==> src/rtl/reg_share_pkg.sv <==
// Shared types and helpers for the shared-flop write arbiter.
// Optional write-check logic in the top is selected by ARB_WRITE_CHECK_EN.
package reg_share_pkg;

   typedef enum logic [1:0] {
      IDLE  = 2'd0,
      WRITE = 2'd1,
      ACK   = 2'd2
   } state_t;

   localparam int unsigned NUM_REQ_DEFAULT = 4;

   // Round-robin pointer width for a given requester count (never below 1 bit).
   function automatic int unsigned ptr_width(input int unsigned n);
      int unsigned w;
      w = (n < 2) ? 32'd1 : 32'($clog2(n));
      return w;
   endfunction

endpackage

==> src/rtl/rr_pick.sv <==
// Combinational rotating-priority encoder: first set req bit at or after ptr.
module rr_pick #(
   parameter int unsigned NUM_REQ = 4,
   parameter int unsigned PTR_W   = 2
) (
   input  logic [NUM_REQ-1:0] req,
   input  logic [PTR_W-1:0]   ptr,
   output logic [PTR_W-1:0]   winner,
   output logic               valid
);

   // ptr + off, wrapped into 0..NUM_REQ-1 (off is always below NUM_REQ).
   function automatic logic [PTR_W-1:0] rot_idx(input logic [PTR_W-1:0] p,
                                                 input int unsigned      off);
      int unsigned s;
      s = 32'(p) + off;
      if (s >= NUM_REQ) s = s - NUM_REQ;
      return PTR_W'(s);
   endfunction

   always_comb begin
      winner = '0;
      valid  = 1'b0;
      for (int unsigned i = 0; i < NUM_REQ; i++) begin
         if (!valid && req[rot_idx(ptr, i)]) begin
            winner = rot_idx(ptr, i);
            valid  = 1'b1;
         end
      end
   end

endmodule

==> src/rtl/reg_share_arbiter.sv <==
// Round-robin arbiter sharing one enabled flop (en/d/q) among NUM_REQ requesters.
// Define ARB_WRITE_CHECK_EN to build the sticky read-back compare on err.
module reg_share_arbiter
   import reg_share_pkg::*;
#(
   parameter int unsigned NUM_REQ = NUM_REQ_DEFAULT
) (
   input  logic               clk,
   input  logic               rst,
   input  logic [NUM_REQ-1:0] req,
   input  logic [NUM_REQ-1:0] wdata,
   input  logic               q_in,
   output logic               en,
   output logic               d,
   output logic [NUM_REQ-1:0] grant,
   output logic [NUM_REQ-1:0] ack,
   output logic               busy,
   output logic               err
);

   localparam int unsigned PTR_W = ptr_width(NUM_REQ);
   localparam logic [NUM_REQ-1:0] ONE_HOT0 = NUM_REQ'(1);
   localparam logic [PTR_W-1:0]   LAST_IDX = PTR_W'(NUM_REQ - 1);

   state_t           state;
   logic [PTR_W-1:0] ptr;
   logic [PTR_W-1:0] owner;
   logic [PTR_W-1:0] pick_w;
   logic             pick_valid;

   rr_pick #(
      .NUM_REQ (NUM_REQ),
      .PTR_W   (PTR_W)
   ) u_pick (
      .req    (req),
      .ptr    (ptr),
      .winner (pick_w),
      .valid  (pick_valid)
   );

   // Arbitration FSM; all flop-facing and requester-facing outputs are registered.
   always_ff @(posedge clk or posedge rst) begin
      if (rst) begin
         state <= IDLE;
         ptr   <= '0;
         owner <= '0;
         en    <= 1'b0;
         d     <= 1'b0;
         grant <= '0;
         ack   <= '0;
         busy  <= 1'b0;
      end else begin
         case (state)
            IDLE: begin
               if (pick_valid) begin
                  state <= WRITE;
                  owner <= pick_w;
                  grant <= ONE_HOT0 << pick_w;
                  en    <= 1'b1;
                  d     <= wdata[pick_w];
                  busy  <= 1'b1;
               end
            end
            WRITE: begin
               state <= ACK;
               en    <= 1'b0;
               ack   <= grant;
            end
            ACK: begin
               state <= IDLE;
               ack   <= '0;
               grant <= '0;
               busy  <= 1'b0;
               ptr   <= (owner == LAST_IDX) ? '0 : owner + PTR_W'(1);
            end
            default: begin
               state <= IDLE;
               en    <= 1'b0;
               ack   <= '0;
               grant <= '0;
               busy  <= 1'b0;
            end
         endcase
      end
   end

`ifdef ARB_WRITE_CHECK_EN
   // q must reflect the written bit by the time the transaction closes.
   always_ff @(posedge clk or posedge rst) begin
      if (rst) begin
         err <= 1'b0;
      end else if (state == ACK && q_in != d) begin
         err <= 1'b1;
      end
   end
`else
   logic unused_q_in;
   assign unused_q_in = q_in;
   assign err         = 1'b0;
`endif

   a_grant_onehot : assert property (@(posedge clk) disable iff (rst) $onehot0(grant));
   a_ack_onehot   : assert property (@(posedge clk) disable iff (rst) $onehot0(ack));
   a_ack_subset   : assert property (@(posedge clk) disable iff (rst) (ack & ~grant) == '0);
   a_en_single    : assert property (@(posedge clk) disable iff (rst) en |=> !en);

endmodule

==> config.mk <==
export PLATFORM = sky130hd
export DESIGN_NAME = reg_share_arbiter
export DESIGN_NICKNAME = d
export VERILOG_FILES = /design/src/rtl/reg_share_pkg.sv /design/src/rtl/rr_pick.sv /design/src/rtl/reg_share_arbiter.sv
export SDC_FILE = /design/constraint.sdc
export NUM_CORES = 1
export LEC_CHECK = 0
export CORE_UTILIZATION = 49
export DETAILED_ROUTE_END_ITERATION = 16
export DONT_BUFFER_PORTS = 1
export PLACE_DENSITY = 0.61
export SETUP_SLACK_MARGIN = 0.15
export SLEW_MARGIN = 30
export SYNTH_ARGS = -nofsm -noshare
export SYNTH_HDL_FRONTEND = slang
export SYNTH_SLANG_ARGS = --single-unit
==> constraint.sdc <==
create_clock -name clk -period 4.6 [get_ports clk]
set_input_delay 0.92 -clock clk [delete_from_list [all_inputs] [get_ports clk]]
set_output_delay 0.92 -clock clk [all_outputs]
set_load 0.02 [all_outputs]
==> impl_metrics.ini, run 1 <==
[run_status]
run_status = finished clean

[sta]
slew_headroom = 0.565
setup-tns-final_ps = 0
maxSlewViolCount = 0
ratio_of_final_minimum_period_to_clock_period = 0.418
max_freq_mhz = 520
final_worst_clock_skew_ps = 0.422
unrepaired_setup_endpoints_after_global_routing = false
worst_slack_ps = 2680
timing_hold_violations_final = 0
final_min_period_ps = 1920
setup_violations = 0
worstMarginPinSlew_ps = 651

[floorplanning]
std_cell_rows = 14
initial_standard_cell_utilization_of_the_core = 0.528
total_die_area_sq_um = 1810
fp.coreArea_sq_um = 1520
floorplan.io_pins = 23
fp.dieW_microns = 42.5
die-height_microns = 42.5

[grt]
grt.met2_usage = 0.258
grt_util_met3 = 0.0862
global_route.usage.total = 0.168
grt_most_used_layer = met2
grt_pass1_wl_mm = 2.21
met1_demand_to_capacity_share_in_global_routing = 0.222
grt_remaining_overflow = 0
grt_max_degree = 18
antenna_violations_before_repair = 0
grt_pass1_vias = 505

[power_and_ir_drop]
vdd.ir_drop.worst_v = 0.000347
power_density_nw_per_um2 = 715
p_leak_nw = 0.396

[min_path]
tightest_hold_check_type = register to register
hold_end = ptr[0]
worst_hold_path.num_cells = 1
holdCritStartpoint = owner[0]

[yosys]
seq_area_frac_synth = 0.529
yosys_register_bits = 17
netlist_area_sq_um = 805
postSynthNetCount = 87
yosys.cell_types.count = 30
yosysWarningCount = 0
netlist_instances = 75
syn-mean-instance-area_sq_um = 10.7

[cells_and_area]
area_growth_syn_to_layout_pct = 3.11
mostFrequentLayoutCell = dfrtp_1
num-nets-final = 88
mostFrequentLayoutCells = dfrtp_1, nor2_1, nand2_1
ant_diodes = 0
drive_above_1_share = 0.133

[placement]
post-dp-hpwl_microns = 961
place_congestion = 0.750
place.port_buffers = 0
preCtsSetupSlack_ps = 2370

[setup_path]
cp_data_required_time_ps = 4770
worst_reg2reg_path_depth = 4
critPathArrivalTime_ps = 2090
crit_type = input port to register
worst_setup_path_start_kind = input port
timing.rr.end = d
r2r_start = state[0]
timing.critical_path.fanout_max = 5
end_kind = register
r2r_slack_ps = 2960

[route]
postRouteWirelength_mm = 1.30
drt_first_pass_iters = 4
post-route-drc-count = 0
antenna_violating_nets_post_route = 0
violation_count_after_the_first_detailed_route_iteration = 4
route.detailed.vias_per_inst = 5.75
vias = 523
post_drt_wl_per_cell_microns = 14.3

[cts]
post-cts-setup-buffer-count = 0
tritoncts.num_buffers = 3
cts-htree-levels = 1
cts_resized = 0
clock_tree.root_cell = clkbuf_4
clockBufferDepth = 2
clkSlewWorstSetupHoldPaths_ps = 90
tritoncts = yes
cts-hold-fix-buffers = 0
cts.sinks = 17
clkLatencyLatePin_ps = 280

[job]
max_cap_viol_count = 0
## registers in the layout, indices dropped and copies added, names as in the netlist
name and count:
ack 4, busy 1, owner 2, grant 4, en 1, state 2
d 1, ptr 2
## layer usage
metal / vias to the layer above / routed length, microns
met5: - / 0
met4: 0 / 0
met3: 0 / 84
met2: 14 / 619
met1: 249 / 597
li1: 260 / -
## final cells by class
cell class | count | area [sq um]
Clock buffer | 4 | 26.3
Inverter | 4 | 15.0
Sequential cell | 17 | 425
Multi-Input combinational cell | 50 | 343
Tap cell | 16 | 20.0
Fill cell | 151 | 694
## per-stage QoR
step | power, mW | std cells | hold slack [ps] | cell area, sq um | util
6_report | 0.593 | 91 | 492 | 830 | 0.544
5_1_grt | 0.643 | 91 | 518 | 830 | 0.544
4_1_cts | 0.604 | 91 | 498 | 830 | 0.544
3_5_place_dp | 0.526 | 87 | 480 | 803 | 0.527
3_3_place_gp | 0.522 | 87 | 469 | 803 | 0.527
2_1_floorplan | 0.489 | 75 | 454 | 805 | -
## Yosys cell counts
cell | number | area (sq um)
nor2_2 | 1 | 6.26
a21boi_0 | 1 | 7.51
mux2_2 | 1 | 11.3
or4b_4 | 1 | 13.8
or2_4 | 1 | 8.76
a21oi_1 | 1 | 5.00
buf_4 | 1 | 7.51
o21ai_0 | 3 | 15.0
or3_1 | 1 | 6.26
nor2_1 | 7 | 26.3
o32ai_1 | 1 | 8.76
mux2i_1 | 6 | 60.1
clkbuf_1 | 1 | 3.75
ha_1 | 1 | 12.5
or4b_1 | 1 | 10.0
and2_4 | 1 | 8.76
nor4_1 | 1 | 6.26
nand2_1 | 7 | 26.3
a32o_1 | 2 | 20.0
conb_1 | 1 | 3.75
dfrtp_1 | 17 | 425
o22ai_1 | 1 | 6.26
a211oi_1 | 1 | 7.51
o32a_1 | 1 | 10.0
nand2b_1 | 2 | 12.5
inv_1 | 4 | 15.0
nor2b_1 | 4 | 25.0
o21ai_2 | 2 | 17.5
buf_2 | 2 | 10.0
o31ai_1 | 1 | 7.51
## power breakdown
part	internal (mW)	switching, mW	leakage (nW)
logic	0.0913	0.0920	0.165
clock network	0.0336	0.0419	0.0150
registers	0.216	0.118	0.216
total	0.341	0.252	0.396
## worst max-delay path by stage
stage               startpoint  to  slack [ps]  cells past startpoint
global placement        req[2]   d        2370                      5
floorplan               req[2]   d        2440                      5
global route            req[2]   d        2660                      5
detailed placement      req[2]   d        2370                      5
finish                  req[2]   d        2680                      5
CTS                     req[2]   d        2680                      5
## logic make-up (layout without fill, tap and decap cells)
group | after synthesis | after routing | share of synthesized area
flops | 17 | 17 | 0.529
buf+inv | 8 | 8 | 0.0451
compound gates | 14 | 14 | 0.131
fa+ha+maj | 1 | 1 | 0.0155
simple gates | 27 | 27 | 0.187
mux | 7 | 7 | 0.0886
other cells | 1 | 1 | 0.00466
## worst max-delay path, stage by stage
cell,delay [ps]
nor2b_1,140
or4b_4,520
and2_4,200
a211oi_1,230
o22ai_1,90
No activity file was read; power rests on OpenSTA's default activity.
==> inputs of run 2 (changes only) <==
- PLACE_DENSITY: 0.61 -> 0.63
- clock period: 4.6 -> 1.6 ns (I/O delays scaled with it)
==> impl_metrics.ini, run 2 (same netlist as run 1, synthesis figures left out) <==
[min_path]
tightest_hold_check_type = input port to asynchronous set/reset pin

[placement]
place.port_buffers = 0
placed_cells = 93
post-dp-hpwl_mm = 1.02
place_congestion = 0.850

[floorplanning]
std_cell_rows = 14
initial_standard_cell_utilization_of_the_core = 0.528
die-height_microns = 42.5
floorplan.io_pins = 23
fp.dieW_microns = 42.5
fp.coreArea_sq_um = 1520
total_die_area_sq_um = 1810

[cts]
cts-htree-levels = 1
clkLatencyLatePin_ps = 280
cts.sinks = 17
cts-hold-fix-buffers = 0
clock_tree.root_cell = clkbuf_4
clkSlewWorstSetupHoldPaths_ps = 100
tritoncts = yes
clockBufferDepth = 2
tritoncts.num_buffers = 3

[grt]
grt_pass1_vias = 566
grt_remaining_overflow = 0
antenna_violations_before_repair = 0
global_route.usage.total = 0.184
grt_pass1_wl_mm = 2.47
grt_max_degree = 18

[setup_path]
crit_path_cell_trace = nor2b_4 -> or4b_4 -> and2_4 -> a211oi_2 -> o22ai_1
critical-path-max-stage-delay_ps = 480
end_kind = register
cpLargestDelayFamily = simple AND/OR/NAND/NOR gates
worst_reg2reg_path_depth = 5
cp.depth = 5
critPathArrivalTime_ps = 1750
worst_setup_path_start_kind = register
crit_path_top_delay_cell = or4b_4
cp.buffers_inverters = 0
crit_type = register to register
timing.critical_path.fanout_max = 5
cp_data_required_time_ps = 1770

[cells_and_area]
sequential_cell_area_sq_um = 425
drive_above_1_share = 0.259
fillers = 142
ant_diodes = 0
num-nets-final = 94
mostFrequentLayoutCell = dfrtp_1
layout_top_registers = ack x4, grant x4
multi_input_area_sq_um = 362
area_growth_syn_to_layout_pct = 11.2
mostFrequentLayoutCells = dfrtp_1, nor2_1, nand2_1
cell_count_final_fillers_out = 97

[sta]
ratio_of_final_minimum_period_to_clock_period = 0.986
final.hold.worst_slack_ps = -15.8
max_freq_mhz = 634
slew_headroom = 0.585
maxSlewViolCount = 0
setup_violations = 0
setup-tns-final_ps = 0
timing_hold_violations_final = 17
final_worst_clock_skew_ps = 4.26
unrepaired_setup_endpoints_after_global_routing = true
final_min_period_ps = 1580
worstMarginPinSlew_ps = 622

[run_status]
failed_checks = negative hold slack
run_status = complete, but fails checks

[power_and_ir_drop]
intPower_mw = 1.08
power_density_nw_per_um2 = 2080
p_leak_nw = 0.436
pwr-share-comb = 0.393
power_frac_clock = 0.122
vdd.ir_drop.worst_v = 0.000971
sw_frac_of_total = 0.420
p_switching_mw = 0.781
power.share.sequential = 0.485

[route]
drt_first_pass_iters = 3
postRouteWirelength_mm = 1.39
route.detailed.vias_per_inst = 5.65
vias = 548
post_drt_wl_per_cell_microns = 14.4
violation_count_after_the_first_detailed_route_iteration = 14
antenna_violating_nets_post_route = 0
post-route-drc-count = 0

[job]
max_cap_viol_count = 0
## run 2: power groups by stage
| stage | logic (mW) | registers [mW] | clock network [mW] |
|---|---|---|---|
| after detailed placement | 0.722 | 0.914 | 0 |
| after global routing | 0.827 | 0.933 | 0.250 |
| final | 0.731 | 0.902 | 0.227 |
| after CTS | 0.727 | 0.904 | 0.242 |
| after global placement | 0.716 | 0.910 | 0 |
| after floorplan | 0.542 | 0.886 | 0 |
## run 2: stage by stage
stage | area, sq um | total power, mW | hold WS (ps) | setup WS, ps | utilization
2_1_floorplan | 817 | 1.43 | 246 | 77.3 | -
3_3_place_gp | 861 | 1.63 | 329 | 29.5 | 0.565
3_5_place_dp | 861 | 1.64 | 333 | 14.2 | 0.565
4_1_cts | 888 | 1.87 | 5.14 | 5.74 | 0.583
5_1_grt | 895 | 2.01 | 38.9 | -35.4 | 0.587
6_report | 895 | 1.86 | -15.8 | 22.9 | 0.587
## run 2: final timing paths
kind                          start  slack [ps]        to
max in group asynchronous       rst        1210  state[0]
min in group clk           wdata[2]         220         d
hold / removal                  rst         -20      busy
setup / recovery             ptr[0]          20         d
setup reg to reg             ptr[0]          20         d
hold reg to reg            owner[1]         500  owner[1]
## run 2: cell type report
class / instances / share of cell area
clock buffers: 3 / 0.0252
clock inverters: 1 / 0.00559
inverters: 4 / 0.0168
multi-input cells: 50 / 0.404
flip-flops and latches: 17 / 0.476
well taps: 16 / 0.0224
repair buffers: 6 / 0.0503
## run 2: layer usage
metal | global-route usage | part of all wire
met3 | 0.0388 | 0.029
met2 | 0.283 | 0.47
met1 | 0.254 | 0.49
met5 | 0 | 0
met4 | 0.0750 | 0.0043
## run 2: timing repair
item | 4_1_cts | 5_1_grt
gates resized for setup | 0 | 2
endpoints found under the setup margin | 6 | 6
pin swaps | 3 | 5
cloned | 0 | 0
setup buffers | 0 | 0
## run 2: worst reg2reg max path: cells and delay by family (launching register included)
family / cells / cell delay, ps
simple gates: 3 / 740
flops: 1 / 430
compound gates: 2 / 310
==> inputs of run 3 (changes only) <==
- CORE_ASPECT_RATIO: default -> 0.9
==> impl_metrics.ini, run 3 (same netlist as run 1, synthesis figures left out) <==
[sta]
slew_headroom = 0.583
ratio_of_final_minimum_period_to_clock_period = 0.985
max_freq_mhz = 635
setup-tns-final_ps = 0
maxSlewViolCount = 0
timing_hold_violations_final = 17
final_min_period_ps = 1580
final_worst_clock_skew_ps = 6.33
setup_violations = 0
worstMarginPinSlew_ps = 625
final.hold.worst_slack_ps = -20.7
unrepaired_setup_endpoints_after_global_routing = true

[floorplanning]
std_cell_rows = 13
fp.dieW_microns = 44.7
floorplan.io_pins = 23
fp.coreArea_sq_um = 1500
total_die_area_sq_um = 1810
die-height_microns = 40.4
initial_standard_cell_utilization_of_the_core = 0.538

[placement]
place_congestion = 0.690
detailed_place.area_sq_um = 861
post-dp-hpwl_mm = 1.08
place.port_buffers = 0

[run_status]
failed_checks = negative hold slack
run_status = complete, but fails checks

[route]
route.detailed.vias_per_inst = 5.26
vias = 542
post_drt_wl_per_cell_microns = 14.7
antenna_violating_nets_post_route = 0
drt_first_pass_iters = 4
post-route-drc-count = 0
violation_count_after_the_first_detailed_route_iteration = 10
postRouteWirelength_mm = 1.52

[grt]
grt_pass1_vias = 503
grt_pass1_wl_mm = 2.33
grt_remaining_overflow = 0
global_route.usage.total = 0.193
grt_max_degree = 18
antenna_violations_before_repair = 0

[cells_and_area]
layout_top_registers = ack x4, grant x4
fillers = 141
mostFrequentLayoutCells = dfrtp_1, nor2_1, nand2_1
drive_above_1_share = 0.272
mostFrequentLayoutCell = dfrtp_1
multi_input_area_sq_um = 363
fin_area_sq_um = 903
ant_diodes = 0
num-nets-final = 94
area_growth_syn_to_layout_pct = 12.3
sequential_cell_area_sq_um = 425

[power_and_ir_drop]
p_leak_nw = 0.442
vdd.ir_drop.worst_v = 0.000925
power_density_nw_per_um2 = 2090

[setup_path]
worst_reg2reg_path_depth = 5
cp.buffers_inverters = 0
timing.critical_path.fanout_max = 5
end_kind = register
critPathArrivalTime_ps = 1810
cp_data_required_time_ps = 1830
crit_type = register to register
crit_path_cell_trace = nor2b_4 -> or4b_4 -> and2_4 -> or2_4 -> o21ai_2
cpLargestDelayFamily = simple AND/OR/NAND/NOR gates
critical-path-max-stage-delay_ps = 480
cp.depth = 5
crit_path_top_delay_cell = or4b_4
worst_setup_path_start_kind = register

[cts]
clock_tree.root_cell = clkbuf_4
cts.sinks = 17
cts-hold-fix-buffers = 0
clkLatencyLatePin_ps = 290
cts-htree-levels = 1
clkSlewWorstSetupHoldPaths_ps = 100
clockBufferDepth = 2
tritoncts.num_buffers = 3
tritoncts = yes

[min_path]
tightest_hold_check_type = input port to asynchronous set/reset pin

[job]
max_cap_viol_count = 0
run 3: changes by cell type in the layout (fill, tap and decap cells not counted):
cell | before | now
a32o_1 | 2 | 1
a32o_2 | 0 | 1
run 3: final cells by class:
| type | instances | area share |
|---|---|---|
| sequential | 17 | 0.471 |
| multi-input combinational | 50 | 0.402 |
| timing repair buffer | 6 | 0.0499 |
| tap | 22 | 0.0305 |
| clock buffer | 3 | 0.0249 |
| inverter | 4 | 0.0166 |
| clock inverter | 1 | 0.00554 |
run 3: timing repair:
| item | 4_1_cts | 5_1_grt |
|---|---|---|
| setup buffers | 1 | 0 |
| endpoints found under the setup margin | 6 | 6 |
| resized for setup | 1 | 2 |
| hold endpoints to repair | 0 | 0 |
| pin swaps | 5 | 4 |
run 3: metrics by stage:
step	setup slack [ps]	hold slack (ps)	instances	util	total power [mW]
final	24.7	-20.7	103	0.604	1.89
after global routing	-32.7	38.4	103	0.604	2.03
after CTS	0.572	7.85	103	0.600	1.88
after detailed placement	6.23	331	98	0.575	1.62
after global placement	9.13	323	98	0.575	1.60
after floorplan	77.3	246	75	-	1.43
run 3: final timing paths:
path	from	end	slack, ps
max	ptr[0]	grant[3]	20
min	rst	ack[3]	-20
max reg2reg	ptr[0]	grant[3]	20
min reg2reg	owner[0]	ptr[0]	500
max in group asynchronous	rst	grant[2]	1210
min in group clk	wdata[2]	d	230
run 3: layer usage:
| layer | up-vias | global-route usage | routed length (microns) |
|---|---|---|---|
| met2 | 23 | 0.298 | 668 |
| met5 | - | 0 | 0 |
| met1 | 249 | 0.256 | 749 |
| met3 | 2 | 0.0676 | 88 |
| li1 | 268 | - | - |
| met4 | 0 | 0.0606 | 10 |
run 3: power breakdown:
part,leakage [nW],internal (mW),switching [mW],total (mW)
Combinational,0.208,0.366,0.380,0.747
Clock,0.0177,0.0930,0.139,0.232
Sequential,0.216,0.622,0.285,0.907
